--- src/rtl/prog_mem_pkg.sv ---
// Purpose: shared types and constants for the program memory block.
// Latency: n/a (types and constants only).
// Backpressure: n/a.
//
// Contents: loader/fetch FSM state encoding, the NOP word used to pad
// short program images, and small field-extraction helpers.
package prog_mem_pkg;

    // Controller states. IDLE is the reset state. RUN is the only state
    // in which the image is complete and fetchable.
    typedef enum logic [1:0] {
        ST_IDLE = 2'd0,
        ST_LOAD = 2'd1,
        ST_FILL = 2'd2,
        ST_RUN  = 2'd3
    } state_t;

    // Widest program word supported by the NOP constant below. Users slice
    // the low DATA_W bits, so the constant works for any DATA_W up to this.
    localparam int NOP_MAX_W = 256;

    // All-zero word: the NOP opcode with a zero immediate. Written into
    // every address past the end of a short program image.
    localparam logic [NOP_MAX_W-1:0] NOP_WORD = '0;

    // Number of words in a program image of the given address width.
    function automatic int prog_depth(input int addr_w);
        return 1 << addr_w;
    endfunction

endpackage : prog_mem_pkg

--- src/rtl/prog_mem_ram.sv ---
// Purpose: program word storage, one write port and one registered read port.
// Latency: read data appears one cycle after rd_en; holds while rd_en is low.
// Backpressure: none; both ports accept every cycle they are enabled.
//
// Ports:
//   clk                      rising-edge clock
//   wr_en / wr_addr / wr_data  write port
//   rd_en / rd_addr          read request; rd_data registered, held when idle
//
// The array and the read register are deliberately not reset so that a
// program image survives a controller reset.
module prog_mem_ram
    import prog_mem_pkg::*;
#(
    parameter int ADDR_W = 4,
    parameter int DATA_W = 8
) (
    input  logic              clk,
    input  logic              wr_en,
    input  logic [ADDR_W-1:0] wr_addr,
    input  logic [DATA_W-1:0] wr_data,
    input  logic              rd_en,
    input  logic [ADDR_W-1:0] rd_addr,
    output logic [DATA_W-1:0] rd_data
);

    localparam int DEPTH = prog_depth(ADDR_W);

    logic [DATA_W-1:0] mem [DEPTH];

    always_ff @(posedge clk) begin
        if (wr_en) begin
            mem[wr_addr] <= wr_data;
        end
        if (rd_en) begin
            rd_data <= mem[rd_addr];
        end
    end

endmodule : prog_mem_ram

--- src/rtl/prog_mem.sv ---
// Purpose: loadable program memory; streams in an image, zero-pads short
//          images, then serves single-cycle registered instruction fetches.
// Latency: fetch 1 cycle (rd_req -> rd_valid); ld_done 1 cycle after the
//          final write of the image.
// Backpressure: ld_ready is high only while loading; fetches are only
//          honoured once the image is complete (ready high), never stalled.
//
// Ports:
//   clk, rst_n                      clock, synchronous active-low reset
//   ld_start                        begin a new load at address 0 (IDLE/RUN)
//   ld_valid / ld_ready / ld_data   loader word handshake, opcode in MSBs
//   ld_last                         final loader word; rest is NOP-filled
//   ld_done                         one-cycle pulse, full image written
//   rd_req / rd_addr                fetch request
//   rd_valid / rd_data              fetched word, held when rd_valid low
//   rd_opcode / rd_imdata           opcode and immediate fields of rd_data
//   ready                           image complete, fetches accepted
module prog_mem
    import prog_mem_pkg::*;
#(
    parameter int ADDR_W = 4,
    parameter int OP_W   = 4,
    parameter int IM_W   = 4
) (
    input  logic                   clk,
    input  logic                   rst_n,
    input  logic                   ld_start,
    input  logic                   ld_valid,
    input  logic [OP_W+IM_W-1:0]   ld_data,
    input  logic                   ld_last,
    output logic                   ld_ready,
    output logic                   ld_done,
    input  logic                   rd_req,
    input  logic [ADDR_W-1:0]      rd_addr,
    output logic                   rd_valid,
    output logic [OP_W+IM_W-1:0]   rd_data,
    output logic [OP_W-1:0]        rd_opcode,
    output logic [IM_W-1:0]        rd_imdata,
    output logic                   ready
);

    localparam int DATA_W = OP_W + IM_W;
    localparam logic [ADDR_W-1:0] PTR_LAST = '1;

    state_t            state;
    logic [ADDR_W-1:0] ptr;
    logic              rd_seen;

    logic              ld_fire;
    logic              fill_fire;
    logic              wr_en;
    logic [DATA_W-1:0] wr_data;
    logic              wr_last;
    logic              rd_fire;
    logic [DATA_W-1:0] ram_q;

    // Write side: loader words in LOAD, NOP padding every cycle in FILL.
    assign ld_fire   = (state == ST_LOAD) && ld_valid;
    assign fill_fire = (state == ST_FILL);
    assign wr_en     = ld_fire || fill_fire;
    assign wr_data   = fill_fire ? NOP_WORD[DATA_W-1:0] : ld_data;
    assign wr_last   = wr_en && (ptr == PTR_LAST);

    // Fetches are only meaningful against a complete image.
    assign rd_fire   = rd_req && (state == ST_RUN);

    assign ld_ready  = (state == ST_LOAD);
    assign ready     = (state == ST_RUN);

    always_ff @(posedge clk) begin
        if (!rst_n) begin
            state    <= ST_IDLE;
            ptr      <= '0;
            ld_done  <= 1'b0;
            rd_valid <= 1'b0;
            rd_seen  <= 1'b0;
        end else begin
            ld_done  <= wr_last;
            rd_valid <= rd_fire;
            if (rd_fire) begin
                rd_seen <= 1'b1;
            end

            case (state)
                // A fetch arriving with ld_start in RUN is still serviced:
                // the RAM read happens this edge, before any new write.
                ST_IDLE, ST_RUN: begin
                    if (ld_start) begin
                        state <= ST_LOAD;
                        ptr   <= '0;
                    end
                end

                // The last address always completes the image, whatever
                // ld_last says, so the pointer can never wrap into a
                // second write of address 0.
                ST_LOAD: begin
                    if (ld_valid) begin
                        if (ptr == PTR_LAST) begin
                            state <= ST_RUN;
                            ptr   <= '0;
                        end else begin
                            ptr <= ptr + ADDR_W'(1);
                            if (ld_last) begin
                                state <= ST_FILL;
                            end
                        end
                    end
                end

                ST_FILL: begin
                    if (ptr == PTR_LAST) begin
                        state <= ST_RUN;
                        ptr   <= '0;
                    end else begin
                        ptr <= ptr + ADDR_W'(1);
                    end
                end

                default: begin
                    state <= ST_IDLE;
                    ptr   <= '0;
                end
            endcase
        end
    end

    prog_mem_ram #(
        .ADDR_W (ADDR_W),
        .DATA_W (DATA_W)
    ) u_ram (
        .clk     (clk),
        .wr_en   (wr_en),
        .wr_addr (ptr),
        .wr_data (wr_data),
        .rd_en   (rd_fire),
        .rd_addr (rd_addr),
        .rd_data (ram_q)
    );

    // The RAM read register has no reset, so until the first fetch after
    // reset the output is forced to zero. Afterwards the RAM register holds
    // the last fetched word while rd_valid is low.
    assign rd_data   = rd_seen ? ram_q : '0;
    assign rd_opcode = rd_data[DATA_W-1:IM_W];
    assign rd_imdata = rd_data[IM_W-1:0];

endmodule : prog_mem

--- config.mk ---
export PLATFORM = sky130hd
export DESIGN_NAME = prog_mem
export DESIGN_NICKNAME = d
export VERILOG_FILES = /design/src/rtl/prog_mem_pkg.sv /design/src/rtl/prog_mem_ram.sv /design/src/rtl/prog_mem.sv
export SDC_FILE = /design/constraint.sdc
export NUM_CORES = 1
export LEC_CHECK = 0
export CAP_MARGIN = 30
export CORE_ASPECT_RATIO = 0.6
export CORE_MARGIN = 1.5
export CORE_UTILIZATION = 63
export CTS_CLUSTER_DIAMETER = 50
export DETAILED_ROUTE_END_ITERATION = 10
export PLACE_DENSITY = 0.91
export SLEW_MARGIN = 10
export SYNTH_ARGS = -nofsm -noshare
export SYNTH_HDL_FRONTEND = slang
export SYNTH_HIERARCHICAL = 1
export SYNTH_SLANG_ARGS = --single-unit
--- constraint.sdc ---
create_clock -name clk -period 4.5 [get_ports clk]
set_input_delay 0.9 -clock clk [delete_from_list [all_inputs] [get_ports clk]]
set_output_delay 0.9 -clock clk [all_outputs]
set_load 0.05 [all_outputs]
### Word-level counts from Yosys, hierarchy flattened

Memory sizes are Yosys's and may differ from the RTL's. A register that Yosys moved wholly into a read port is not among the register bits.
Index checks and enable logic that the tools add are counted.

| storage, ports and cells | value |
|---|---|
| bits in registers | 9 |
| memory bits (writable) | 128 |
| input bits | 18 |
| output and inout port bits | 20 |
| word-level logic and storage cells | 37 |
| memories kept | 1 |

Memory list:

| memory | words | width | read ports | clocked after Yosys merged registers in | wr ports | RTL line | RTL |
|---|---|---|---|---|---|---|---|
| u_ram.mem | 16 | 8 | 1 | 1 | 1 | prog_mem_ram.sv:29 | `logic [DATA_W-1:0] mem [DEPTH];` |

| operators by class | value |
|---|---|
| $add $sub $neg | 1 |
| equal/unequal tests | 8 |
| mux-type cells | 14 |
| reduce and logical (&&, ||, !) cells | 8 |

Operator list:

| kind | number |
|---|---|
| 2-to-1 mux 8 bit | 2 |
| 2-to-1 mux 4 bit | 3 |
| case mux 4 bit (3 select lines) | 1 |
| 2-to-1 mux 2 bit | 5 |
| case mux 2 bit (3 select lines) | 1 |
| adder 4 x 1 -> 4 bit (second input constant) | 1 |
| equality test 2 bit (second input constant) | 2 |
| equality test 4 bit (second input constant) | 1 |
| inequality test 2 bit (second input constant) | 2 |
| AND reduction 4 bit | 1 |
| logical AND 1 bit | 3 |
| inequality test 3 x 2 -> 1 bit (second input constant) | 1 |
| equality test 2 x 1 -> 1 bit (second input constant) | 1 |
| zero test 2 bit | 1 |
| 2-to-1 mux 1 bit | 2 |
| inequality test 2 x 1 -> 1 bit (second input constant) | 1 |
| AND reduction 2 bit | 1 |
| OR reduction 2 bit | 1 |
| logical OR 1 bit | 1 |

### Depth between registers and ports, before layout

| logic depth | value |
|---|---|
| depth in word-level cells | 5 |
| depth in mapped cells | 6 |

### By module

Netlist, hierarchy kept.

Modules (own cells, without submodules):

| module | instances | cells each | area an instance (um^2) | sequential area each (um^2) |
|---|---|---|---|---|
| prog_mem_ram | 1 | 229 | 5,227.5 | 4,083.9 |
| prog_mem | 1 | 77 | 659.4 | 180.2 |

### Worst setup path before layout

OpenSTA, ideal clock, no wires.

| timing path | value |
|---|---|
| path type | register to register |
| from | register state[1] |
| to | memory u_ram.mem[0][0] (enable) |
| setup time | 0.383 ns |
| arrival time | 2.239 ns |
| slack | 1.878 ns |
| cell stages (with the launch flop) | 6 |
| cells stage by stage | dfxtp_1 > inv_1 > ha_1 > a21o_1 > or3b_2 > nor3_1 |

| on the way | value |
|---|---|
| cells in the longest elaborated chain, start to end | 5 |
| elaborated cells between the ends (all ways) | 6 |

RTL lines:

| element | RTL line | RTL |
|---|---|---|
| start: declaration | prog_mem.sv:45 | `state_t state;` |
| start signal: assignment | prog_mem.sv:72 | `state <= ST_IDLE;` |
| start signal: assignment | prog_mem.sv:89 | `state <= ST_LOAD;` |
| start signal: assignment | prog_mem.sv:100 | `state <= ST_RUN;` |
| equality test 2 x 1 -> 1 bit | n/a |  |
| named net ld_ready | prog_mem.sv:31 | `output logic ld_ready,` |
| logical AND 1 bit | prog_mem.sv:58 | `assign ld_fire = (state == ST_LOAD) && ld_valid;` |
| logical OR 1 bit | prog_mem.sv:60 | `assign wr_en = ld_fire \|\| fill_fire;` |
| named net wr_en | prog_mem.sv:51 | `logic wr_en;` |
| 2-to-1 mux 1 bit | prog_mem_ram.sv:32 | `if (wr_en) begin` |
| 2-to-1 mux 1 bit (not written as such) | prog_mem_ram.sv:33 | `mem[wr_addr] <= wr_data;` |
| end: declaration | prog_mem_ram.sv:29 |  |

The timed path passes the listed nets, and every way through them passes these cells.

### Final worst setup path

| timing path | value |
|---|---|
| from | register state[1] |
| to | output ready |

| on the way | value |
|---|---|
| cells in the longest elaborated chain, start to end | 1 |

RTL lines:

| element | RTL line | RTL |
|---|---|---|
| equality test 2 bit | prog_mem.sv:68 | `assign ready = (state == ST_RUN);` |
| end: declaration | prog_mem.sv:39 | `output logic ready` |

No other way between the ends.

==> results.cfg <==
[flow_run]
maxCapViolCount = 0

[detailed_routing]
vias_per_cell = 6.46
drt_iter0_drc = 451
route.detailed.drc = 0
drt-wirelength-per-cell_microns = 25.1
vias = 3131
drt_pass1_iterations = 5
postRouteAntennaNets = 0
drt-total-wl_mm = 12.2

[cts]
post_cts_buffers = 0
cts_sinks = 145
cts_root_buf = clkbuf_16
cts_tree = done
clk_pin_slew_ps = 60
clkLatencyLatePin_ps = 410
cts_hold_buf = 0
cts_made_buffers = 17
htree_levels = 4
cts_buffer_depth = 2
ctsResizeCount = 0

[timing]
hold_violations = 0
slew_viol_final = 0
period_share = 0.637
final.setup.worst_slack_ps = 1630
period_needed_ps = 2870
clock.fmax_mhz = 349
fin_skew_ps = 10.5
tightest_slew_ps = 858
rsz0062_at_grt = no
setup_viol = 0
slew_headroom = 0.426
setup_tns_ps = 0

[floorplanning]
coreArea_sq_mm = 0.00912
initial_utilization = 0.645
die_h_microns = 77.9
rows = 27
ios = 38
fp.dieArea_sq_mm = 0.00995
die_x_microns = 128

[yosys]
synthAdderAreaFrac = 0.00850
yosys.area_share.simple = 0.0665
synth-xor-area-share = 0
ys_types = 39
synth_cells = 306
synth_top_family_by_area = multiplexers
synthMuxAreaShare = 0.133
seq_area_frac_synth = 0.724
synth_seq_cells = 145
synth_compound_area_frac = 0.0393
avgSynthCellArea_sq_um = 19.2
yosysWarnings = 6
synth_area_sq_mm = 0.00589
synth_nets = 328

[worst_setup_path]
max_stage_delay_ps = 850
worstPathArrival_ps = 1970
path_class = reg2out
worst_path_max_delay_cell = clkdlybuf4s50_1
crit_chain = ha_1 > clkdlybuf4s50_1
start_kind = flip-flop
critPathMaxFanout = 4
worst_ep_required_time_ps = 3600
end_kind = output pin

[place]
dpl.hpwl_mm = 7.78
io_buffers = 37
dp_slack_ps = 1310
dp_cells = 449
gp_congestion = 0.892

[global_route]
grt_pass1_wl_mm = 18.3
grtUsageTotal = 0.266
antenna_found_initial = 0
overflow = 0
first_global_vias = 3034
grt_max_degree = 33

[cells_and_area]
drive_above_1_share = 0.190
final_cells = 485
n_antenna_cell = 0
final_cell_mix = 136 x edfxtp_1, 36 x clkdlybuf4s50_1, 18 x a22oi_1, 18 x mux4_2, 17 x clkbuf_16
area_growth_pct = 17.4
fillers = 494
layout_commonest_cell = edfxtp_1
register_area_sq_mm = 0.00426
fin_nets = 378
multi_input_area_sq_mm = 0.00146

[power_and_ir_drop]
leakage_uw = 0.00231
power_density_mw_per_mm2 = 487
vdd_drop_max_uv = 358

[run_status]
outcome = finished, final reports clean

[worst_hold_path]
worst_hold_path_type = reg2reg
[metal layers]
layer	share of wire	wire length, microns	global-route usage
met5	0	0	0
met4	0.0062	76	0.0483
met3	0.11	1400	0.0993
met2	0.47	5720	0.399
met1	0.41	5000	0.386
[metrics by stage]
stage | power, uW | area [sq um] | util | hold slack (ps)
after floorplan | 1920 | 5890 | - | 470
after global placement | 2040 | 6260 | 0.687 | 487
after detailed placement | 2070 | 6330 | 0.694 | 514
after CTS | 3370 | 6880 | 0.755 | 523
after global routing | 3470 | 6910 | 0.757 | 566
final | 3370 | 6910 | 0.757 | 528
[registers in the layout (all words and copies together), names as in the netlist]
register,flops
u_ram/mem,128
u_ram/rd_data,8
ptr,4
state,2
ld_done,1
rd_seen,1
rd_valid,1
[Yosys cell counts (all sizes together)]
| cell | number | area [sq um] |
|---|---|---|
| or2b | 1 | 7.51 |
| nor4 | 1 | 6.26 |
| and2b | 2 | 15.0 |
| inv | 3 | 11.3 |
| and2 | 10 | 62.6 |
| nand2 | 12 | 45.0 |
| o21bai | 1 | 18.8 |
| nand3 | 2 | 10.0 |
| mux2i | 1 | 10.0 |
| dfxtp | 9 | 180 |
| and3 | 3 | 23.8 |
| nand3b | 2 | 15.0 |
| buf | 16 | 121 |
| a22oi | 18 | 135 |
| a21oi | 1 | 5.00 |
| clkbuf | 1 | 3.75 |
| a31oi | 2 | 12.5 |
| or3b | 1 | 8.76 |
| a31o | 1 | 8.76 |
| clkdlybuf4s25 | 3 | 30.0 |
| nor2b | 13 | 88.8 |
| edfxtp | 136 | 4080 |
| nand2b | 5 | 31.3 |
| ha | 4 | 50.1 |
| mux4 | 32 | 773 |
| o31ai | 1 | 7.51 |
| nor2 | 14 | 52.6 |
| a21o | 1 | 7.51 |
| o21ai | 2 | 13.8 |
| o21a | 2 | 15.0 |
| a21boi | 1 | 7.51 |
| nor3 | 5 | 25.0 |
[critical path: cells and delay by family (launching register included)]
family | cells | cell delay [ps]
DFF | 1 | 390
buffers and inverters | 1 | 850
adders and majority gates | 1 | 310
[cell families (layout without fill, tap and decap cells)]
family                     count (synthesis)  after routing
buffers and inverters                     23             86
AOI/OAI and AO/OA                         30             30
adders and majority gates                  4              4
DFF                                      145            145
muxes                                     33             33
and+or+nand+nor                           71             71
[final timing paths]
check	start	end	slack (ps)	cells after the start
worst max-delay path	state[1]	ready	1630	2
worst min-delay path	state[0]	state[0]	530	2
worst max register to register	state[1]	u_ram/mem[2][0]	1920	4
worst min register to register	state[0]	state[0]	530	2
[where the power goes]
part	internal, uW	leakage (uW)	switching [uW]
Combinational	160	0.000748	270
Clock	773	0.000262	529
Sequential	1590	0.00130	44.3
[layout make-up]
cell class                      count  area share
Clock buffer                       19      0.0641
Tap cell                          116      0.0210
Multi-Input combinational cell    138       0.211
Sequential cell                   145       0.617
Timing Repair Buffer               51      0.0688
Inverter                            3     0.00163
Clock inverter                     13      0.0165
Power figures use the tool's default switching activity.
